[src/rtl/branch_sequencer.sv]
// Program-counter sequencer: one control-flow request per three enabled cycles,
// conditional step/jump/call/return with a bounded return-address stack.
module branch_sequencer #(
    parameter int PC_WIDTH    = 16,
    parameter int FLAG_WIDTH  = 8,
    parameter int STACK_DEPTH = 4
) (
    input  logic                               aclk,
    input  logic                               aresetn,
    input  logic                               rx_enable,
    input  logic                               rx_valid,
    input  logic [1:0]                         rx_op,
    input  logic [1:0]                         rx_mode,
    input  logic [FLAG_WIDTH-1:0]              rx_check_flags,
    input  logic [FLAG_WIDTH-1:0]              rx_input_flags,
    input  logic [PC_WIDTH-1:0]                rx_target,
    input  logic                               rx_clear_fault,
    output logic                               tx_ready,
    output logic [PC_WIDTH-1:0]                tx_program_counter,
    output logic                               tx_valid,
    output logic                               tx_taken,
    output logic                               tx_fault,
    output logic [$clog2(STACK_DEPTH+1)-1:0]   tx_stack_level
);

    localparam int LW = $clog2(STACK_DEPTH + 1);
    localparam int IW = (STACK_DEPTH > 1) ? $clog2(STACK_DEPTH) : 1;
    localparam logic [LW-1:0] DEPTH_L = LW'(STACK_DEPTH);

    localparam logic [1:0] OP_STEP   = 2'b00;
    localparam logic [1:0] OP_JUMP   = 2'b01;
    localparam logic [1:0] OP_CALL   = 2'b10;
    localparam logic [1:0] OP_RETURN = 2'b11;

    typedef enum logic [1:0] {
        IDLE   = 2'b00,
        EVAL   = 2'b01,
        COMMIT = 2'b10
    } state_t;

    state_t                 state_r, state_s;
    logic [1:0]             op_r, mode_r;
    logic [FLAG_WIDTH-1:0]  mask_r, flags_r;
    logic [PC_WIDTH-1:0]    target_r, pc_r;
    logic [PC_WIDTH-1:0]    stack_r [STACK_DEPTH];
    logic [LW-1:0]          level_r;
    logic                   valid_r, taken_r, fault_r;

    logic [PC_WIDTH-1:0]    next_pc_r;
    logic                   taken_eval_r, fault_eval_r, push_r, pop_r;

    logic                   accept_s, cond_s, taken_s, fault_s, push_s, pop_s;
    logic [PC_WIDTH-1:0]    pc_inc_s, next_pc_s, top_s;
    logic [IW-1:0]          top_idx_s, push_idx_s;

    function automatic logic eval_cond(input logic [1:0] mode,
                                       input logic [FLAG_WIDTH-1:0] mask,
                                       input logic [FLAG_WIDTH-1:0] flags);
        logic [FLAG_WIDTH-1:0] m;
        m = mask & flags;
        case (mode)
            2'b00:   return 1'b1;
            2'b01:   return |m;
            2'b10:   return (m == mask);
            2'b11:   return ~|m;
            default: return 1'b0;
        endcase
    endfunction

    assign accept_s   = rx_valid & rx_enable & (state_r == IDLE);
    assign pc_inc_s   = pc_r + PC_WIDTH'(1'b1);
    assign top_idx_s  = IW'(level_r - LW'(1'b1));
    assign push_idx_s = IW'(level_r);
    assign top_s      = stack_r[top_idx_s];

    // State register
    always_ff @(posedge aclk or negedge aresetn) begin
        if (!aresetn) begin
            state_r <= IDLE;
        end else begin
            state_r <= state_s;
        end
    end

    // Next-state logic; every transition waits for an enabled cycle
    always_comb begin
        state_s = state_r;
        if (rx_enable) begin
            case (state_r)
                IDLE:    if (rx_valid) state_s = EVAL; else state_s = IDLE;
                EVAL:    state_s = COMMIT;
                COMMIT:  state_s = IDLE;
                default: state_s = IDLE;
            endcase
        end else begin
            state_s = state_r;
        end
    end

    // Condition evaluation and PC/stack update decision for the latched request
    always_comb begin
        cond_s    = eval_cond(mode_r, mask_r, flags_r);
        next_pc_s = pc_inc_s;
        taken_s   = cond_s;
        fault_s   = 1'b0;
        push_s    = 1'b0;
        pop_s     = 1'b0;
        case (op_r)
            OP_STEP: begin
                next_pc_s = pc_inc_s;
            end
            OP_JUMP: begin
                if (cond_s) next_pc_s = target_r; else next_pc_s = pc_inc_s;
            end
            OP_CALL: begin
                if (cond_s && (level_r != DEPTH_L)) begin
                    push_s    = 1'b1;
                    next_pc_s = target_r;
                end else if (cond_s) begin
                    fault_s = 1'b1;
                    taken_s = 1'b0;
                end else begin
                    taken_s = 1'b0;
                end
            end
            OP_RETURN: begin
                if (cond_s && (level_r != {LW{1'b0}})) begin
                    pop_s     = 1'b1;
                    next_pc_s = top_s;
                end else if (cond_s) begin
                    fault_s = 1'b1;
                    taken_s = 1'b0;
                end else begin
                    taken_s = 1'b0;
                end
            end
            default: begin
                next_pc_s = pc_inc_s;
            end
        endcase
    end

    // Request latch, evaluation pipeline register and committed outputs
    always_ff @(posedge aclk or negedge aresetn) begin
        if (!aresetn) begin
            op_r         <= 2'b00;
            mode_r       <= 2'b00;
            mask_r       <= {FLAG_WIDTH{1'b0}};
            flags_r      <= {FLAG_WIDTH{1'b0}};
            target_r     <= {PC_WIDTH{1'b0}};
            next_pc_r    <= {PC_WIDTH{1'b0}};
            taken_eval_r <= 1'b0;
            fault_eval_r <= 1'b0;
            push_r       <= 1'b0;
            pop_r        <= 1'b0;
            pc_r         <= {PC_WIDTH{1'b0}};
            level_r      <= {LW{1'b0}};
            valid_r      <= 1'b0;
            taken_r      <= 1'b0;
            fault_r      <= 1'b0;
        end else if (rx_enable) begin
            if (accept_s) begin
                op_r     <= rx_op;
                mode_r   <= rx_mode;
                mask_r   <= rx_check_flags;
                flags_r  <= rx_input_flags;
                target_r <= rx_target;
            end
            if (state_r == EVAL) begin
                next_pc_r    <= next_pc_s;
                taken_eval_r <= taken_s;
                fault_eval_r <= fault_s;
                push_r       <= push_s;
                pop_r        <= pop_s;
            end
            if (state_r == COMMIT) begin
                pc_r    <= next_pc_r;
                taken_r <= taken_eval_r;
                if (push_r) level_r <= level_r + LW'(1'b1);
                if (pop_r)  level_r <= level_r - LW'(1'b1);
            end
            valid_r <= (state_r == COMMIT);
            // A fault raised by this commit outranks a simultaneous clear
            if ((state_r == COMMIT) && fault_eval_r) begin
                fault_r <= 1'b1;
            end else if (rx_clear_fault) begin
                fault_r <= 1'b0;
            end
        end
    end

    // Return-address storage; the push writes the address after the current PC
    always_ff @(posedge aclk or negedge aresetn) begin
        if (!aresetn) begin
            for (int i = 0; i < STACK_DEPTH; i++) begin
                stack_r[i] <= {PC_WIDTH{1'b0}};
            end
        end else if (rx_enable && (state_r == COMMIT) && push_r) begin
            stack_r[push_idx_s] <= pc_inc_s;
        end
    end

    assign tx_ready           = (state_r == IDLE);
    assign tx_program_counter = pc_r;
    assign tx_valid           = valid_r;
    assign tx_taken           = taken_r;
    assign tx_fault           = fault_r;
    assign tx_stack_level     = level_r;

endmodule

[config.mk]
export PLATFORM = sky130hd
export DESIGN_NAME = branch_sequencer
export DESIGN_NICKNAME = d
export VERILOG_FILES = /design/src/rtl/branch_sequencer.sv
export SDC_FILE = /design/constraint.sdc
export NUM_CORES = 1
export LEC_CHECK = 0
export CORE_MARGIN = 3
export CORE_UTILIZATION = 43
export DETAILED_ROUTE_END_ITERATION = 16
export PLACE_DENSITY = 0.72
export SLEW_MARGIN = 10
export SYNTH_ARGS = -nofsm -noshare
export SYNTH_HDL_FRONTEND = slang
export SYNTH_SLANG_ARGS = --single-unit
export TNS_END_PERCENT = 50
[constraint.sdc]
create_clock -name aclk -period 3.98 [get_ports aclk]
set_input_delay 0.398 -clock aclk [delete_from_list [all_inputs] [get_ports aclk]]
set_output_delay 0.398 -clock aclk [all_outputs]
set_load 0.05 [all_outputs]
==> flow_metrics.py, run 1 <==
metrics = {
    "outcome": {
        "outcome": "completed",
    },
    "synthesis": {
        "synth-edff-count": 0,
        "synthCells": 630,
        "ys.flop_type": "dfrtp_1",
        "ys_types": 53,
        "syn_avg_cell_area_um2": 10.5,
        "yosys_register_bits": 144,
        "ys_seq_area_share_pct": 54.5,
        "syn-num-nets": 677,
        "yosysWarnings": 0,
        "async_reset_ff_share_pct": 100,
        "synth_area_mm2": 0.00661,
    },
    "grt": {
        "grt_usage_pct": 20.3,
        "grt_overflow_total": 0,
        "grt_pass1_wl_um": 26500,
        "grt_pass1_vias": 5043,
        "antenna_found_initial": 0,
        "grt_max_degree": 63,
    },
    "cts": {
        "cts_tree": "yes",
        "cts.path.max_buffers": 2,
        "cts_buffers": 17,
        "clock_latency_ns": 0.42,
        "clk_pin_slew_ns": 0.06,
        "cts_root_buf": "clkbuf_16",
        "h-tree-depth": 4,
        "cts.sinks": 144,
    },
    "timing": {
        "fmax_ghz": 0.362,
        "hold_viol": 0,
        "maxSlewViolCount": 0,
        "clock_skew_ns": 0.00815,
        "tightest_slew_ns": 0.957,
        "fin_crit_sh_pct": 69.3,
        "slew_headroom_pct": 36.2,
        "tns_ns": 0,
        "setup_viol": 0,
        "rsz0062_at_grt": "false",
        "min_period_ns": 2.76,
    },
    "detailed_routing": {
        "detail_route.wl_per_cell_um": 18.3,
        "ant_nets": 0,
        "vias": 5003,
        "via_per_inst": 5.67,
        "drc": 0,
        "drt-pass1-iter-count": 5,
        "finalWirelength_um": 16100,
        "drt_iter0_drc": 500,
    },
    "worst_setup_path": {
        "worst_r2r_startpoint": "tx_stack_level[0]",
        "crit_fanout": 20,
        "critPathLaunchType": "register",
        "worstSetupPathType": "register to register",
        "critPathRequiredTime_ns": 4.26,
        "endpoint_kind": "register",
        "cp_cell_sequence": "buf_4 > inv_1 > ha_1 > mux4_2 > nand2_1 > mux2i_1 > a221oi_1 > o21ai_0",
        "crit_slowest_cell": "ha_1",
        "slowest_delay_ns": 0.84,
        "crit_path_start": "tx_stack_level[0]",
        "r2r_slack_ns": 1.22,
        "worstPathArrival_ns": 3.04,
        "crit_family": "adder cells",
        "cp.buffers_inverters": 2,
    },
    "cells_and_area": {
        "syn_to_final_growth_pct": 21.6,
        "n_antenna_cell": 0,
        "fin_nets": 733,
        "stdcell_area_mm2": 0.00804,
        "drive_above_1_share_pct": 14.2,
    },
    "power_and_ir_drop": {
        "p_per_area_mw_per_mm2": 752,
        "peakVddDrop_mv": 0.356,
        "p_leak_nw": 3.55,
    },
    "flow_run": {
        "drv_cap": 0,
    },
    "floorplan": {
        "rows": 44,
        "die_area_mm2": 0.0169,
        "die_x_um": 130,
        "pin_count": 64,
        "initial_core_util_pct": 44.6,
        "die_y_um": 130,
        "core_area_mm2": 0.0148,
    },
    "placement": {
        "dpl.hpwl_um": 11100,
        "place_area_mm2": 0.00739,
        "portBuffers": 63,
        "place_congestion": 0.843,
    },
    "hold_path": {
        "min_path_type": "register to register",
        "min-delay-start": "next_pc_r[2]",
    },
}
-- worst min-delay path: cells and delay by family (launching register included) --
family	cells	cell delay (ns)
and+or+nand+nor	2	0.10
DFF	1	0.34
-- per-stage QoR --
step                      cells  setup WS [ns]  util [%]  hold WS, ns  power, mW
final                       882           1.22      54.3        0.469       6.05
after CTS                   882           1.21      54.3        0.466       6.06
after global placement      850           1.32      49.9        0.406       4.26
after global routing        882           1.00      54.3        0.486       6.37
after detailed placement    850           1.22      49.9        0.419       4.33
after floorplan             630          0.865         -        0.102       3.64
-- final timing paths --
path                                              end  cells after the start
worst max-delay path                     next_pc_r[1]                      8
worst min-delay path            tx_program_counter[2]                      2
worst max register to register           next_pc_r[1]                      8
worst min register to register  tx_program_counter[2]                      2
max in group asynchronous                  stack_r[9]                      3
min in group asynchronous                  stack_r[2]                      2
-- layer usage --
| layer | part of all wire (%) | GRT usage, % | vias up | wire length [um] |
|---|---|---|---|---|
| met4 | 2.3 | 8.07 | 0 | 364 |
| li1 | - | - | 2298 | - |
| met3 | 5.0 | 3.81 | 28 | 801 |
| met2 | 48 | 31.0 | 165 | 7650 |
| met1 | 45 | 28.9 | 2512 | 7280 |
| met5 | 0 | 0 | - | 0 |
-- state kept, by name, summed over array words and instances (netlist names), 2 cells and up --
signal and count:
op_r 2, state_r 2, next_pc_r 16, stack_r 64, target_r 16, tx_program_counter 16, flags_r 8, tx_stack_level 3
mode_r 2, mask_r 8
-- cell type report --
type / count / area (um^2)
timing repair buffer: 73 / 709
tap: 184 / 230
clock buffer: 21 / 450
sequential: 144 / 3600
clock inverter: 10 / 185
inverter: 22 / 82.6
fill: 1213 / 6770
multi-input combinational: 428 / 2780
-- cells in the mapped netlist (2+ instances only) --
cell      number  area share (%)
nor3_1         2            0.15
and2_1         5            0.47
ha_1           6             1.1
nand2_1      148             8.4
mux2_2        35             6.0
o22ai_1        4            0.38
nor3b_1        2            0.23
a22o_1         3            0.40
a22oi_1        5            0.57
xor2_1        10             1.3
xnor2_1        7            0.93
a21o_1         3            0.34
a21boi_0       2            0.23
a222oi_1       7             1.1
a211oi_1       2            0.23
mux4_2        16             5.5
a31oi_1        7            0.66
buf_2          4            0.30
nand2b_1       6            0.57
inv_1         21             1.2
a221oi_1       4            0.53
dfrtp_1      144              55
nand4_1        4            0.38
nor2b_1        6            0.57
and3_1         3            0.28
clkbuf_1      28             1.6
mux2i_1        5            0.76
o21ai_0       71             5.4
a21oi_1        3            0.23
o21ai_1        6            0.45
nor2_1        24             1.4
nand3_1       16             1.2
-- layout by cell type (no fill, tap or decap), types with 6 or more instances in the layout --
cell / n
clkdlybuf4s50_1: 62
ha_1: 6
nand2b_1: 6
nor2b_1: 6
a31oi_1: 7
nor2_1: 24
buf_4: 9
clkbuf_16: 17
xor2_1: 10
nand3_1: 16
inv_1: 21
o21ai_1: 6
a222oi_1: 7
o21ai_0: 71
mux4_2: 16
xnor2_1: 7
nand2_1: 148
mux2_2: 35
dfrtp_1: 144
-- timing repair --
item                                   4_1_cts  5_1_grt
hold buffers                                 1        0
gates resized for setup                      0        0
endpoints found under the hold margin       60        0
setup buffers                                0        0
-- logic make-up after synthesis --
| logic type | share of synthesized area [%] |
|---|---|
| xor+xnor | 2.25 |
| mux | 12.2 |
| fa+ha+maj | 1.14 |
| flops | 54.5 |
| compound gates | 12.2 |
| buf+inv | 3.56 |
| simple gates | 14.2 |
-- power breakdown --
| group | switching, mW | internal (mW) |
|---|---|---|
| Combinational | 1.26 | 0.809 |
| Clock | 0.583 | 1.12 |
| Sequential | 0.393 | 1.87 |
| Total | 2.24 | 3.80 |
Power figures use the tool's default switching activity.
==> inputs of run 2 (changes only) <==
PLACE_DENSITY = 0.74   (was 0.72)
clock period = 2.4 ns   (was 3.98 ns; I/O delays follow)
==> flow_metrics.py, run 2 (synthesized netlist as in run 1, its figures left out) <==
metrics = {
    "flow_run": {
        "drv_cap": 0,
    },
    "outcome": {
        "outcome": "completed",
    },
    "floorplan": {
        "rows": 44,
        "pin_count": 64,
        "die_area_mm2": 0.0169,
        "initial_core_util_pct": 44.6,
        "die_y_um": 130,
        "die_x_um": 130,
        "core_area_mm2": 0.0148,
    },
    "cts": {
        "clk_pin_slew_ns": 0.06,
        "clock_latency_ns": 0.42,
        "cts.path.max_buffers": 2,
        "h-tree-depth": 4,
        "cts_tree": "yes",
        "cts_root_buf": "clkbuf_16",
        "cts.sinks": 144,
        "cts_buffers": 17,
    },
    "grt": {
        "grt_max_degree": 62,
        "grt_overflow_total": 0,
        "grt_pass1_vias": 5129,
        "grt_pass1_wl_um": 26400,
        "grt_usage_pct": 20.2,
        "antenna_found_initial": 0,
    },
    "timing": {
        "tightest_slew_ns": 0.691,
        "slew_headroom_pct": 53.6,
        "clock_skew_ns": 0.00848,
        "fin_crit_sh_pct": 94.4,
        "min_period_ns": 2.26,
        "rsz0062_at_grt": "true",
        "fmax_ghz": 0.442,
        "hold_viol": 0,
        "tns_ns": 0,
        "setup_viol": 0,
        "maxSlewViolCount": 0,
    },
    "placement": {
        "place_congestion": 0.890,
        "dpl.hpwl_um": 11100,
        "portBuffers": 63,
    },
    "cells_and_area": {
        "syn_to_final_growth_pct": 24.0,
        "drive_above_1_share_pct": 17.6,
        "final_cell_mix": "nand2_1 (148), dfrtp_1 (143), o21ai_0 (71)",
        "regArea_mm2": 0.00360,
        "fillers": 1213,
        "final_common_cell": "nand2_1",
        "largest_reg_flops": 64,
        "n_antenna_cell": 0,
        "multiInputGateArea_mm2": 0.00282,
        "fin_nets": 750,
        "max_flop_register": "stack_r",
    },
    "power_and_ir_drop": {
        "p_per_area_mw_per_mm2": 1230,
        "peakVddDrop_mv": 0.563,
        "p_leak_nw": 3.61,
        "totalPowerFinal_mw": 10.1,
    },
    "worst_setup_path": {
        "worst_r2r_startpoint": "mask_r[5]",
        "critPathRequiredTime_ns": 2.69,
        "rr_endpoint": "next_pc_r[5]",
        "critPathLaunchType": "register",
        "worstPathArrival_ns": 2.56,
        "crit_fanout": 13,
        "r2r_slack_ns": 0.14,
        "endpoint_kind": "register",
        "worstSetupPathType": "register to register",
        "r2r_cells": 7,
    },
    "detailed_routing": {
        "drt_iter0_drc": 498,
        "detail_route.wl_per_cell_um": 18.1,
        "vias": 5043,
        "finalWirelength_um": 16300,
        "via_per_inst": 5.60,
        "ant_nets": 0,
        "drc": 0,
        "drt-pass1-iter-count": 7,
    },
    "hold_path": {
        "min_path_type": "input pin to async pin",
    },
}
[run 2: cell count changes in the layout (fill, tap and decap cells not counted), sizes merged]
cell | previous run | this run
clkinvlp | 1 | 4
inv | 22 | 26
bufinv | 5 | 2
clkinv | 4 | 1
buf | 10 | 27
[run 2: what timing repair did]
action / 4_1_cts / 5_1_grt
gates resized for setup: 0 / 9
hold buffers: 1 / 0
pin swaps: 0 / 1
setup endpoints to repair: 2 / 16
buffers inserted: 2 / 0
hold endpoints to repair: 58 / 0
[run 2: worst max-delay path by stage]
stage	startpoint	to	slack (ns)	cells past startpoint
final	mask_r[5]	next_pc_r[5]	0.14	7
after global routing	tx_program_counter[8]	next_pc_r[14]	-0.02	7
after CTS	mask_r[5]	next_pc_r[5]	-0.009	7
after detailed placement	tx_stack_level[1]	next_pc_r[1]	0.01	9
after global placement	tx_stack_level[1]	next_pc_r[1]	0.08	9
after floorplan	tx_stack_level[0]	next_pc_r[13]	0.004	12
[run 2: report_power, final]
part | total, mW | switching [mW] | leakage [nW] | internal, mW
combinational | 3.79 | 2.25 | 1.47 | 1.54
clock | 2.60 | 1.03 | 0.271 | 1.57
sequential | 3.72 | 0.611 | 1.87 | 3.11
[run 2: layout make-up]
| type | count | area share [%] |
|---|---|---|
| clock inverter | 11 | 1.59 |
| timing repair buffer | 90 | 10.7 |
| multi-input combinational | 428 | 34.4 |
| inverter | 22 | 1.04 |
| clock buffer | 21 | 5.49 |
| tap | 184 | 2.81 |
| sequential | 144 | 44.0 |
[run 2: routing by layer]
| metal | global-route usage, % | share of wire (%) |
|---|---|---|
| met1 | 27.3 | 43 |
| met2 | 32.0 | 48 |
| met3 | 4.58 | 6.7 |
| met4 | 8.07 | 2.3 |
| met5 | 0 | 0 |
[run 2: worst max-delay path, stage by stage, from the launching register on]
cell and delay [ns]:
dfrtp_1 0.40, a222oi_1 0.35, and3_2 0.29, mux2i_1 0.12, a211oi_4 0.39, inv_4 0.14
a222oi_1 0.36, o21ai_1 0.09
[run 2: stage by stage]
step | instance area [um^2] | utilization [%] | std cells | hold WS, ns | setup WS (ns)
after floorplan | 6650 | - | 630 | -0.0556 | 0.00398
after global placement | 7560 | 51.0 | 865 | 0.255 | 0.0834
after detailed placement | 7560 | 51.0 | 865 | 0.272 | 0.0140
after CTS | 8170 | 55.1 | 900 | 0.382 | -0.00908
after global routing | 8200 | 55.4 | 900 | 0.395 | -0.0207
final | 8200 | 55.4 | 900 | 0.377 | 0.135
